$ cat src/rtl/frac_div_pkg.sv
// Shared defaults and types for the fractional-N clock divider.
package frac_div_pkg;

  localparam int DEF_N_W   = 8;
  localparam int DEF_F_W   = 16;
  localparam int DEF_N_RST = 4;
  localparam int MIN_MOD   = 2;

  typedef enum logic {
    ST_IDLE = 1'b0,
    ST_RUN  = 1'b1
  } div_state_t;

endpackage

$ cat src/rtl/sdm_acc.sv
// First-order sigma-delta accumulator: adds F once per output period and
// reports the overflow carry that stretches that period by one cycle.
module sdm_acc
  import frac_div_pkg::*;
#(
  parameter int F_W = DEF_F_W
) (
  input  logic           clk,
  input  logic           clear,
  input  logic           step,
  input  logic [F_W-1:0] f,
  output logic           carry
);

  logic [F_W-1:0] acc;
  logic [F_W:0]   sum;

  assign sum   = {1'b0, acc} + {1'b0, f};
  assign carry = sum[F_W];

  always_ff @(posedge clk) begin
    if (clear) begin
      acc <= '0;
    end else if (step) begin
      acc <= sum[F_W-1:0];
    end
  end

endmodule

$ cat src/rtl/frac_n_divider.sv
// Fractional-N clock divider: period counter, shadow-config handshake and
// output shaping around a first-order accumulator.
//
// state   | meaning
// ST_IDLE | after reset or while disabled; next enabled cycle is a boundary
// ST_RUN  | dividing; boundary when the counter reaches M-1
module frac_n_divider
  import frac_div_pkg::*;
#(
  parameter int N_W   = DEF_N_W,
  parameter int F_W   = DEF_F_W,
  parameter int N_RST = DEF_N_RST
) (
  input  logic           in,
  input  logic           rst,
  input  logic           enable,
  input  logic [N_W-1:0] n_int,
  input  logic [F_W-1:0] frac,
  input  logic           cfg_valid,
  output logic           cfg_ready,
  output logic           out,
  output logic           sync
);

  // One extra bit so M = 2^N_W (max N plus carry) fits.
  localparam int CNT_W = N_W + 1;

  div_state_t     state_q, state_d;
  logic [CNT_W-1:0] k_q, k_d;
  logic [CNT_W-1:0] m_q, m_d;
  logic [CNT_W-1:0] m_new, n_clamp, half;
  logic [N_W-1:0]   n_act, sh_n, n_eff;
  logic [F_W-1:0]   f_act, sh_f, f_eff;
  logic             pend;
  logic             boundary;
  logic             carry;
  logic             out_d, sync_d;

  assign cfg_ready = ~pend;

  // A pending config takes effect in the period that starts at the boundary.
  assign n_eff = pend ? sh_n : n_act;
  assign f_eff = pend ? sh_f : f_act;

  sdm_acc #(.F_W(F_W)) u_acc (
    .clk   (in),
    .clear (rst),
    .step  (boundary),
    .f     (f_eff),
    .carry (carry)
  );

  always_ff @(posedge in) begin
    if (rst) begin
      state_q <= ST_IDLE;
    end else begin
      state_q <= state_d;
    end
  end

  always_comb begin
    state_d  = state_q;
    boundary = 1'b0;
    k_d      = '0;
    m_d      = m_q;
    n_clamp  = (n_eff < N_W'(MIN_MOD)) ? CNT_W'(MIN_MOD) : {1'b0, n_eff};
    m_new    = n_clamp + {{N_W{1'b0}}, carry};
    if (!enable) begin
      state_d = ST_IDLE;
    end else begin
      state_d  = ST_RUN;
      boundary = (state_q == ST_IDLE) || (k_q == m_q - CNT_W'(1));
      if (boundary) begin
        m_d = m_new;
      end else begin
        k_d = k_q + CNT_W'(1);
      end
    end
    half   = (m_d + CNT_W'(1)) >> 1;
    out_d  = enable && (k_d < half);
    sync_d = boundary;
  end

  always_ff @(posedge in) begin
    if (rst) begin
      k_q   <= '0;
      m_q   <= CNT_W'(MIN_MOD);
      out   <= 1'b0;
      sync  <= 1'b0;
      n_act <= N_W'(N_RST);
      f_act <= '0;
      sh_n  <= '0;
      sh_f  <= '0;
      pend  <= 1'b0;
    end else begin
      k_q  <= k_d;
      m_q  <= m_d;
      out  <= out_d;
      sync <= sync_d;
      // Apply and capture are exclusive: capture needs pend low, apply needs it high.
      if (boundary && pend) begin
        n_act <= sh_n;
        f_act <= sh_f;
        pend  <= 1'b0;
      end else if (cfg_valid && !pend) begin
        sh_n <= n_int;
        sh_f <= frac;
        pend <= 1'b1;
      end
    end
  end

endmodule

$ cat config.mk
export PLATFORM = sky130hd
export DESIGN_NAME = frac_n_divider
export DESIGN_NICKNAME = d
export VERILOG_FILES = /design/src/rtl/frac_div_pkg.sv /design/src/rtl/sdm_acc.sv /design/src/rtl/frac_n_divider.sv
export SDC_FILE = /design/constraint.sdc
export NUM_CORES = 1
export LEC_CHECK = 0
export BUFFER_PORTS_ARGS = -buffer_cell sky130_fd_sc_hd__buf_2
export CAP_MARGIN = 40
export CORE_UTILIZATION = 61
export DETAILED_ROUTE_END_ITERATION = 6
export PLACE_DENSITY_LB_ADDON = 0.05
export SYNTH_ARGS = -nofsm -noshare
export SYNTH_HDL_FRONTEND = slang
export SYNTH_SLANG_ARGS = --single-unit
$ cat constraint.sdc
create_clock -name in -period 9.43 [get_ports in]
set_clock_uncertainty 0.2 [all_clocks]
set_input_delay 0.4715 -clock in [delete_from_list [all_inputs] [get_ports in]]
set_output_delay 0.4715 -clock in [all_outputs]
set_load 0.03 [all_outputs]
======== After elaboration in Yosys (flattened, before gate mapping) ========
Cells that the tools add are included.
operators by class
  shifts and indexed selects .............. 0
  $mul .................................... 0
  bitwise operators ....................... 3
  equality and inequality tests ........... 1
  add/subtract/negate cells ............... 5
  reduce and logical (&&, ||, !) cells .... 7
  multiplexer cells ....................... 9
  div/mod/pow operators ................... 0
  magnitude comparators ................... 2
operators by type and width
  cell                                                                           number
  9-bit 2-to-1 mux                                                               4
  9-bit by 1-bit adder with 9-bit output (second input constant)                 2
  16-bit by 16-bit adder with 17-bit output                                      1
  16-bit 2-to-1 mux                                                              1
  8-bit 2-to-1 mux                                                               2
  8-bit by 1-bit adder with 9-bit output                                         1
  9-bit == test                                                                  1
  9-bit by 8-bit less-than comparator with 1-bit output                          1
  9-bit by 1-bit subtractor with 9-bit output (second input constant)            1
  8-bit by 2-bit less-than comparator with 1-bit output (second input constant)  1
  1-bit logical AND                                                              3
  1-bit inverter                                                                 3
  1-bit 2-to-1 mux                                                               2
  2-bit AND reduction                                                            1
  2-bit OR reduction                                                             1
  1-bit logical NOT                                                              1
  1-bit logical OR                                                               1
storage, ports and cells
  logic and storage cells ................. 38
  memories ................................ 0
  bits in read-only memories .............. 0
  register bits after elaboration ......... 86
  bits of input ports ..................... 28
  memory bits (writable) .................. 0
  output and inout bits ................... 3
  latch bits .............................. 0

======== Logic depth before layout (Yosys ltp) ========
Gate-level depths: netlist of the first run.
  depth in word-level cells ............... 9
  depth in mapped cells ................... 29
  gate-level depth less buffers ........... 26

======== Modules after synthesis ========
A second synthesis of the first run with hierarchy kept.
unflattened totals
  cells, all modules ...................... 627
  area total of the unflattened synthesis .. 5222.5 um^2
by module, submodules not included
  module          area an instance (um^2)  cells an instance  instances  seq. area each (um^2)
  frac_n_divider  3892.5                   469                1          1401.3
  sdm_acc         1330.0                   158                1          320.3

======== Worst setup path after synthesis of the first run ========
Ideal clock, no wire load.
  path kind ............................... register -> register
  from .................................... reg pend
  to ...................................... reg out
  required time ........................... 9.160 ns
  clock period less this slack ............ 6.803 ns
  library setup time ...................... 0.070 ns
  arrival time ............................ 6.533 ns
  cell stages (with the launch flop) ...... 30
  slack ................................... 2.627 ns
  path buffers ............................ 3
  cell sequence ........................... dfxtp_1 clkbuf_1 buf_1 buf_1 mux2_2 ha_1 fa_1 a21o_1 a21oi_1 o21bai_1 a2111oi_0 nor3_1 or3_1 a21oi_1 o21ai_0 ha_1 ha_1 mux2_2 ha_1 nand2_1 nor2_1 and3_1 mux2i_1 nor3_1 xor2_1 ha_1 nor2b_1 a41oi_1 o2111ai_1 a21oi_1
between the ends
  word-level cells in the longest chain between the ends .. 9
  elaborated cells between the ends (all ways) .. 11
  classes of those cells .................. add/sub (3); order compare (2); mux (5); reduce/logical (1)
RTL lines
  element                                                                                            line                   text
  start: declaration                                                                                 frac_n_divider.sv:34   logic pend;
  start signal: assignment                                                                           frac_n_divider.sv:94   pend <= 1'b0;
  start signal: assignment                                                                           frac_n_divider.sv:104  pend <= 1'b0;
  start signal: assignment                                                                           frac_n_divider.sv:108  pend <= 1'b1;
  parallel branches: the longest is 3 deep, another holds 16-bit by 16-bit adder with 17-bit output  --
  8-bit by 1-bit adder with 9-bit output *                                                           frac_n_divider.sv:67   m_new = n_clamp + {{N_W{1'b0}}, carry};
  9-bit 2-to-1 mux *                                                                                 frac_n_divider.sv:73   if (boundary) begin
  9-bit 2-to-1 mux *                                                                                 frac_n_divider.sv:68   if (!enable) begin
  via m_d[1]                                                                                         frac_n_divider.sv:30   logic [CNT_W-1:0] m_q, m_d;
  9-bit by 1-bit adder with 9-bit output *                                                           frac_n_divider.sv:79   half = (m_d + CNT_W'(1)) >> 1;
  9-bit by 8-bit less-than comparator with 1-bit output *                                            frac_n_divider.sv:80   out_d = enable && (k_d < half);
  1-bit logical AND *                                                                                frac_n_divider.sv:80
  end signal: assignment                                                                             frac_n_divider.sv:98   out <= out_d;
  end: declaration                                                                                   frac_n_divider.sv:21   output logic out,
Mark *: on every way through the listed nets, which the timed path passes.
A chain may end at the register's enable or synchronous reset.

======== Worst setup path in the final report of the first run ========
Same ends and word-level chain as after synthesis.

==> impl_results.md, run 1 <==
- ANT cells: 0
- Setup Crit Path Kind: register to register
- Gate power share: 0.140
- Setup TNS: 0 ps
- EDFF count, synth: 0
- Die area: 0.008568 mm2
- CP max stage delay: 700 ps
- Port buffer count: 30
- Async set-reset flop share out of synthesis: 0
- Global Route Usage Sum: 0.2488
- CTS buffer count: 9
- Mapped Cells: 594
- Area contributors post-synth: dfxtp_1 34%, mux2i_1 8.2%, ha_1 7.0%, nor2_1 6.8%, a21oi_1 5.3%
- Core area: 0.007848 mm2
- P_leak: 2.373 nW
- Starting Density: 0.6376
- CP startpoint kind: register
- Final Cycle Share: 0.6887
- Switching power: 0.2042 mW
- Post-DP HPWL: 7322 um
- Register area: 0.001722 mm2
- R2R Setup Slk: 2940 ps
- 1st-pass router iterations: 4
- Filler cells: 685
- Critical-path maximum fanout: 6
- Top cells by count, synth: 91 x nor2_1, 86 x dfxtp_1, 67 x nand2_1, 53 x a21oi_1, 41 x mux2i_1
- Mapped Avg Cell Area: 8.423 um2
- Num rows: 32
- Avg WL per Cell: 14.31 um
- H-tree depth: 3
- Clock Latency Late Sink: 350 ps
- Root Driver: clkbuf_8
- Status: finished clean
- Final setup violation count: 0
- Worst setup margin: 2935 ps
- Multi-input gate area: 0.003060 mm2
- Max-slew violation count: 0
- Placed Area: 0.005180 mm2
- Worst EP required: 9510 ps
- First-pass GRT wire length: 17,220 um
- Most used cell, CP: ha_1
- Clock-pin slew on the worst setup and hold paths: 90 ps
- Synth cell types: 63
- Data arrival, critical path: 6570 ps
- Clk pwr share: 0.345
- Design area: 0.005369 mm2
- CP Capture Type: register
- Yosys warnings: 0
- Layout Nets: 665
- Cell at the slowest stage of the critical path: a2111oi_0
- Postcts setup bufs: 0
- RSZ-0062 raised after global routing: no
- Final hold violations: 0
- Minimum clock period after layout: 6495 ps
- Synth Cell Area: 0.005004 mm2
- Fmax: 154.0 MHz
- Drt drc: 0
- Min-delay worst type: input port to register
- Gr ovfl total: 0
- Area Overhead vs Synth: 7.302%
- Initial antenna violation count: 0
- Sw frac: 0.2707
- PD cells: 140.5 mW/mm2
- Share of cells above drive strength 1: 0.1275
- Dpl ws: 2971 ps
- Crit-path leading delay family: compound AO/OA/AOI/OAI gates
- Synthesized flop and latch total: 86
- Worst vdd ir: 70.86 uV
- Total wire length: 10,210 um
- Net Count, Synth: 651
- Rel. slew slack: 0.4412
- Vias in the first global route: 3,832
- Leading area contributor after synthesis: dfxtp_1
- Post-CTS Resized: 0
- Count leader, synth: nor2_1
- Max Buffers Root-to-Sink: 2
- Buffers plus inverters on the worst setup path: 0
- Cts-stage hold buffer count: 0
- Largest net degree at the start of global routing: 76
- Internal power: 0.5502 mW
- Via density: 5.723
- Share of the synthesized area in the top cell type: 0.3441
- CTS Sinks: 86
- Reg power frac: 0.515
- Die width: 92.57 um
- Slew of the pin with the lowest slew margin: 835.8 ps
- CTS tree: built
- Total number of vias: 4,086
- Initial drt markers: 133
- Sequential share of the synthesized area: 0.3441
- Synth Flop Type: dfxtp_1
- Die height: 92.57 um
- Final Wtd Congestion: 0.8586
- I/O pins: 31
- Final antenna-violating net count: 0
- MaxCap Viol Count: 0
## final timing paths
check / startpoint / end / cells past startpoint
min: frac[14] / sh_f[14] / 3
min reg2reg: u_acc.acc[12] / u_acc.acc[12] / 2
max: pend / out / 26
max reg2reg: pend / out / 26
## flip-flops by register name, indices dropped and copies added (netlist names)
name,cells
u_acc.acc,16
f_act,16
sh_n,8
pend,1
n_act,8
sh_f,16
out,1
sync,1
state_q,1
m_q,9
k_q,9
## metrics by stage
stage / util / power, mW / hold WS [ps] / std cells
global route: 0.6842 / 0.7888 / 145.7 / 714
global placement: 0.6563 / 0.4974 / 245.6 / 697
floorplan: - / 0.4768 / 236.2 / 594
detailed placement: 0.6601 / 0.5026 / 257.2 / 699
CTS: 0.6842 / 0.7589 / 141.2 / 714
finish: 0.6842 / 0.7544 / 142.6 / 714
## placed cells by master (no fill, tap or decap), types with 3 or more instances in the layout
cell type   n
nor2_1     91
a21o_1      4
nand2_1    67
a32oi_1     3
mux2_2     18
nand2b_1    3
clkbuf_8   10
nor3_1      6
xor2_1     17
o21ai_0    13
buf_4       3
o21a_1      3
nand3_1    14
ha_1       28
inv_1      18
nand3b_1    3
nand4_1     3
mux2i_1    41
buf_2      30
and3_1      4
nor2b_1    10
or4_1       3
dfxtp_1    86
xnor2_1    22
nor3_2      3
o21bai_1    5
a21oi_1    53
## tightest hold or removal path: stages
cell and delay, ps:
buf_2 90, nand2_1 40, a21oi_1 50
## per-layer routing
metal / share of wire / up-vias / track usage
li1: - / 2075 / -
met1: 0.45 / 1949 / 0.2971
met2: 0.51 / 45 / 0.4512
met3: 0.018 / 17 / 0.03530
met4: 0.018 / 0 / 0.08724
met5: 0 / - / 0
## final cells by class
class                   instances  share of cell area
repair buffers                 35             0.03775
clock buffers                  12             0.02703
multi-input cells             458              0.5700
clock inverters                 3            0.008157
flip-flops and latches         86              0.3207
well taps                     102             0.02377
inverters                      18             0.01258
## power by group through the flow
stage	Combinational, mW	Sequential (mW)	Clock [mW]
final	0.106	0.388	0.260
after global routing	0.117	0.391	0.281
after CTS	0.106	0.388	0.264
after detailed placement	0.106	0.397	0
after global placement	0.101	0.397	0
after floorplan	0.0835	0.393	0
## logic make-up after synthesis
logic type / share of synthesized area
AO/OA/AOI/OAI: 0.1365
XOR/XNOR: 0.06827
adder cells (fa/ha/maj): 0.07602
buffers and inverters: 0.04476
flip-flops: 0.3441
multiplexers: 0.1255
AND/OR/NAND/NOR: 0.2048
No activity file was read; power rests on OpenSTA's default activity.
==> run 2: changes to the inputs <==
--- a/config.mk
+++ b/config.mk
@@ -7,7 +7,7 @@
 export LEC_CHECK = 0
 export BUFFER_PORTS_ARGS = -buffer_cell sky130_fd_sc_hd__buf_2
 export CAP_MARGIN = 40
-export CORE_UTILIZATION = 61
+export CORE_UTILIZATION = 55
 export DETAILED_ROUTE_END_ITERATION = 6
 export PLACE_DENSITY_LB_ADDON = 0.05
 export SYNTH_ARGS = -nofsm -noshare
==> constraint.sdc (replaced) <==
create_clock -name in -period 5.9 [get_ports in]
set_clock_uncertainty 0.2 [all_clocks]
set_input_delay 0.295 -clock in [delete_from_list [all_inputs] [get_ports in]]
set_output_delay 0.295 -clock in [all_outputs]
set_load 0.03 [all_outputs]
==> impl_results.md, run 2 (same netlist as run 1, synthesis figures left out) <==
- Num rows: 34
- CP startpoint kind: register
- Post-Route Utilization: 0.6552
- Most used cell, CP: ha_2
- Final Cycle Share: 0.9453
- Register area: 0.001723 mm2
- Die area: 0.009483 mm2
- Register-to-Register Path Depth: 26
- Final antenna-violating net count: 0
- Vias in the first global route: 4,025
- Via density: 5.509
- Max Buffers Root-to-Sink: 2
- Port buffer count: 30
- Final Wtd Congestion: 0.8043
- Hold EP: pend
- Worst vdd ir: 133.5 uV
- Buffers plus inverters on the worst setup path: 0
- Core area: 0.008763 mm2
- Fmax: 179.3 MHz
- Die width: 97.38 um
- Initial antenna violation count: 0
- Crit-path leading delay family: adder cells
- Total wire length: 10,770 um
- Rel. slew slack: 0.5013
- CP max stage delay: 400 ps
- Most frequent cells in the layout: 90 x nor2_1, 85 x dfxtp_1, 67 x nand2_1
- CTS buffer count: 9
- Status: finished clean
- Initial drt markers: 131
- Avg WL per Cell: 14.33 um
- Final setup violation count: 0
- Cell at the slowest stage of the critical path: a2111oi_4
- Worst EP required: 6010 ps
- Clock Latency Late Sink: 370 ps
- R2R Setup Slk: 320 ps
- I/O pins: 31
- Placed Area: 0.005216 mm2
- Starting Density: 0.5710
- Post-DP HPWL: 7477 um
- Root Driver: clkbuf_8
- H-tree depth: 3
- Total power: 1.216 mW
- Gr ovfl total: 0
- R2R Path Start: pend
- Max-slew violation count: 0
- Multi-input gate area: 0.003120 mm2
- MaxCap Viol Count: 0
- Design area: 0.005742 mm2
- ANT cells: 0
- Setup Crit Path Kind: register to register
- CP Capture Type: register
- Hold_sp: cfg_valid
- Clock-pin slew on the worst setup and hold paths: 90 ps
- Dpl cells: 707
- Drt drc: 0
- Non-Filler Instances: 751
- Commonest non-fill, non-tap cell in the layout: nor2_1
- Filler cells: 788
- 1st-pass router iterations: 4
- Final hold violations: 0
- CTS tree: built
- Global Route Usage Sum: 0.2366
- Data arrival, critical path: 5690 ps
- Regs by FF count: f_act: 16 flops, sh_f: 16 flops, u_acc.acc: 16 flops
- CTS Sinks: 86
- Layout Nets: 696
- Hold depth: 2
- Total number of vias: 4,137
- Share of cells above drive strength 1: 0.1540
- Critical-path maximum fanout: 3
- Capturing point of the worst reg2reg path: out
- Min-delay worst type: input port to register
- PD cells: 211.8 mW/mm2
- P_leak: 2.507 nW
- Slew of the pin with the lowest slew margin: 748.0 ps
- Minimum clock period after layout: 5577 ps
- Die height: 97.38 um
- Area Overhead vs Synth: 14.75%
- First-pass GRT wire length: 18,410 um
- Largest net degree at the start of global routing: 76
## run 2: cell types whose count changed in the layout (fill, tap and decap cells not counted), moves of 2 or more
cell,change
dlygate4sd3_1,+24
buf_4,+5
ha_1,-3
ha_2,+3
a21oi_1,-2
a21oi_2,+2
nor3_1,-2
nor3_2,+2
## run 2: layer usage
layer | vias to the layer above | wire (um) | global-route usage
li1 | 2144 | - | -
met1 | 1925 | 4930 | 0.2922
met2 | 49 | 5344 | 0.4169
met3 | 19 | 283 | 0.03885
met4 | 0 | 208 | 0.07805
met5 | - | 0 | 0
## run 2: cell type report
class / count / area share
flip-flops and latches: 86 / 0.3001
clock buffers: 11 / 0.02288
well taps: 108 / 0.02353
repair buffers: 66 / 0.08978
clock inverters: 4 / 0.008499
inverters: 18 / 0.01177
multi-input cells: 458 / 0.5435
## run 2: what timing repair did
item                                    4_1_cts  5_1_grt
endpoints found under the setup margin        1        1
endpoints found under the hold margin        24        0
buffers inserted                              0        5
hold buffers                                 24        0
pin swaps                                     0        8
resized for setup                             3       11
## run 2: power by group
group | switching (mW) | leakage, nW | total (mW) | internal, mW
logic | 0.103 | 1.71 | 0.191 | 0.0878
clock network | 0.211 | 0.0931 | 0.405 | 0.193
registers | 0.0203 | 0.699 | 0.621 | 0.601
total | 0.335 | 2.51 | 1.22 | 0.882
## run 2: worst max path at each step
stage	start	endpoint	slack, ps	depth (start not counted)
detailed placement	pend	out	-40	26
CTS	pend	out	20	26
finish	pend	out	320	26
global route	pend	out	-30	26
floorplan	pend	out	30	29
global placement	pend	out	140	26
## run 2: worst register-to-register path, stage by stage, from the launching register on
cell and delay [ps]:
dfxtp_2 360, mux2_2 350, ha_2 190, fa_2 370
a21o_1 170, a21oi_2 160, o21bai_2 100, a2111oi_4 410
nor3_2 80, or3_1 330, a21oi_2 140, o21ai_2 80
ha_2 200, ha_1 280, mux2_2 280, ha_2 210
nand2_1 70, nor2_2 50, and3_1 160, mux2i_2 190
nor3_2 80, xor2_1 160, ha_1 330, nor2b_1 140
a41oi_1 160, o2111ai_1 140, a21oi_1 130
## run 2: through the flow
| stage | worst slack, ps | TNS [ps] | hold WS, ps |
|---|---|---|---|
| 6_report | 322.7 | 0 | 16.95 |
| 2_1_floorplan | 30.55 | 0 | 231.0 |
| 5_1_grt | -28.96 | -28.96 | 18.26 |
| 3_3_place_gp | 144.6 | 0 | 255.3 |
| 4_1_cts | 16.28 | 0 | 15.36 |
| 3_5_place_dp | -44.86 | -44.86 | 258.7 |
==> run 3: changes to the inputs <==
--- a/config.mk
+++ b/config.mk
@@ -7,7 +7,8 @@
 export LEC_CHECK = 0
 export BUFFER_PORTS_ARGS = -buffer_cell sky130_fd_sc_hd__buf_2
 export CAP_MARGIN = 40
-export CORE_UTILIZATION = 55
+export CORE_UTILIZATION = 57
+export CTS_BUF_LIST = sky130_fd_sc_hd__clkbuf_8
 export DETAILED_ROUTE_END_ITERATION = 6
 export PLACE_DENSITY_LB_ADDON = 0.05
 export SYNTH_ARGS = -nofsm -noshare
==> impl_results.md, run 3 (same netlist as run 1, synthesis figures left out) <==
- Status: finished clean
- Hold_sp: frac[0]
- First-pass GRT wire length: 17,690 um
- Initial antenna violation count: 0
- Num rows: 33
- RSZ-0062 raised after global routing: no
- Final hold violations: 0
- CP Capture Type: register
- Most frequent cells in the layout: 91 x nor2_1, 85 x dfxtp_1, 67 x nand2_1
- Total power: 1.245 mW
- Worst vdd ir: 134.4 uV
- R2R Path Start: pend
- Dpl ws: -51.34 ps
- Starting Density: 0.5999
- CP startpoint kind: register
- Critical-path maximum fanout: 3
- Gr ovfl total: 0
- Drt drc: 0
- CTS buffer count: 9
- P_leak: 2.516 nW
- Share of cells above drive strength 1: 0.1571
- Post-Route Utilization: 0.6907
- Die height: 95.69 um
- Root Driver: clkbuf_8
- Data arrival, critical path: 5710 ps
- Area Overhead vs Synth: 15.13%
- Max-slew violation count: 0
- ANT cells: 0
- 1st-pass router iterations: 5
- Final Wtd Congestion: 0.8063
- I/O pins: 31
- Setup TNS: 0 ps
- Initial drt markers: 94
- Regs by FF count: f_act: 16 flops, sh_f: 16 flops, u_acc.acc: 16 flops
- Final Cycle Share: 0.9523
- Clock-pin slew on the worst setup and hold paths: 90 ps
- Total wire length: 10,890 um
- Post-DP HPWL: 7471 um
- Core area: 0.008341 mm2
- Total number of vias: 4,193
- Rel. slew slack: 0.4913
- Global Route Usage Sum: 0.2458
- Layout Nets: 695
- Port buffer count: 30
- Final setup violation count: 0
- Final antenna-violating net count: 0
- Commonest non-fill, non-tap cell in the layout: nor2_1
- Hold_ws: 4.440 ps
- Worst EP required: 5990 ps
- Slew of the pin with the lowest slew margin: 763.0 ps
- CTS tree: built
- Placed Area: 0.005236 mm2
- H-tree depth: 3
- Setup Crit Path Kind: register to register
- Design area: 0.005761 mm2
- Via density: 5.606
- Clock Latency Late Sink: 360 ps
- Non-Filler Instances: 748
- Min-delay worst type: input port to register
- Die area: 0.009157 mm2
- Minimum clock period after layout: 5618 ps
- Largest net degree at the start of global routing: 76
- Fmax: 178.0 MHz
- Crit path from: pend
- Die width: 95.69 um
- MaxCap Viol Count: 0
- Avg WL per Cell: 14.56 um
- Vias in the first global route: 3,970
- Max Buffers Root-to-Sink: 2
- PD cells: 216.1 mW/mm2
- Worst setup margin: 281.6 ps
- CTS Sinks: 86
- Dpl cells: 705
[run 3: final cells by class]
cell class,count,area (um2)
clock buffers,10,137.6
fillers,683,2580
well taps,105,131.4
multi-input cells,458,3132
repair buffers,65,499.2
clock inverters,6,67.56
flip-flops and latches,86,1725
inverters,18,67.56
[run 3: repair_timing]
item	in CTS	in global routing
hold buffers	22	0
pin swaps	1	10
gates cloned	0	0
endpoints found under the hold margin	22	0
buffers inserted	1	4
resized for setup	4	10
endpoints found under the setup margin	1	1
[run 3: worst paths after layout]
| check | endpoint | slack [ps] | depth (start not counted) |
|---|---|---|---|
| setup / recovery | out | 280 | 26 |
| hold / removal | sh_f[0] | 4 | 3 |
| setup reg to reg | out | 280 | 26 |
| hold reg to reg | u_acc.acc[8] | 270 | 2 |
[run 3: routing by layer]
metal	up-vias	GRT usage	share of wire
met4	0	0.09701	0.018
met3	18	0.04028	0.021
met1	1975	0.2942	0.46
met5	-	0	0
met2	60	0.4375	0.50
li1	2140	-	-
[run 3: report_power, final]
| group | total [mW] | internal [mW] | switching [mW] |
|---|---|---|---|
| combinational | 0.190 | 0.0874 | 0.103 |
| sequential | 0.621 | 0.600 | 0.0210 |
| clock | 0.433 | 0.210 | 0.223 |
| total | 1.24 | 0.897 | 0.348 |
[run 3: worst max-delay path, stage by stage (launching register included)]
cell,delay (ps)
dfxtp_4,370
mux2_2,330
ha_2,180
fa_2,340
a21o_1,170
a21oi_2,180
o21bai_2,120
a2111oi_4,340
nor3_2,100
or3_1,340
a21oi_2,140
o21ai_1,90
ha_2,200
ha_1,280
mux2_4,290
ha_4,170
nand2_1,50
nor2_1,60
and3_1,170
mux2i_2,230
nor3_2,80
xor2_1,170
ha_1,330
nor2b_1,150
a41oi_1,180
o2111ai_1,150
a21oi_1,140
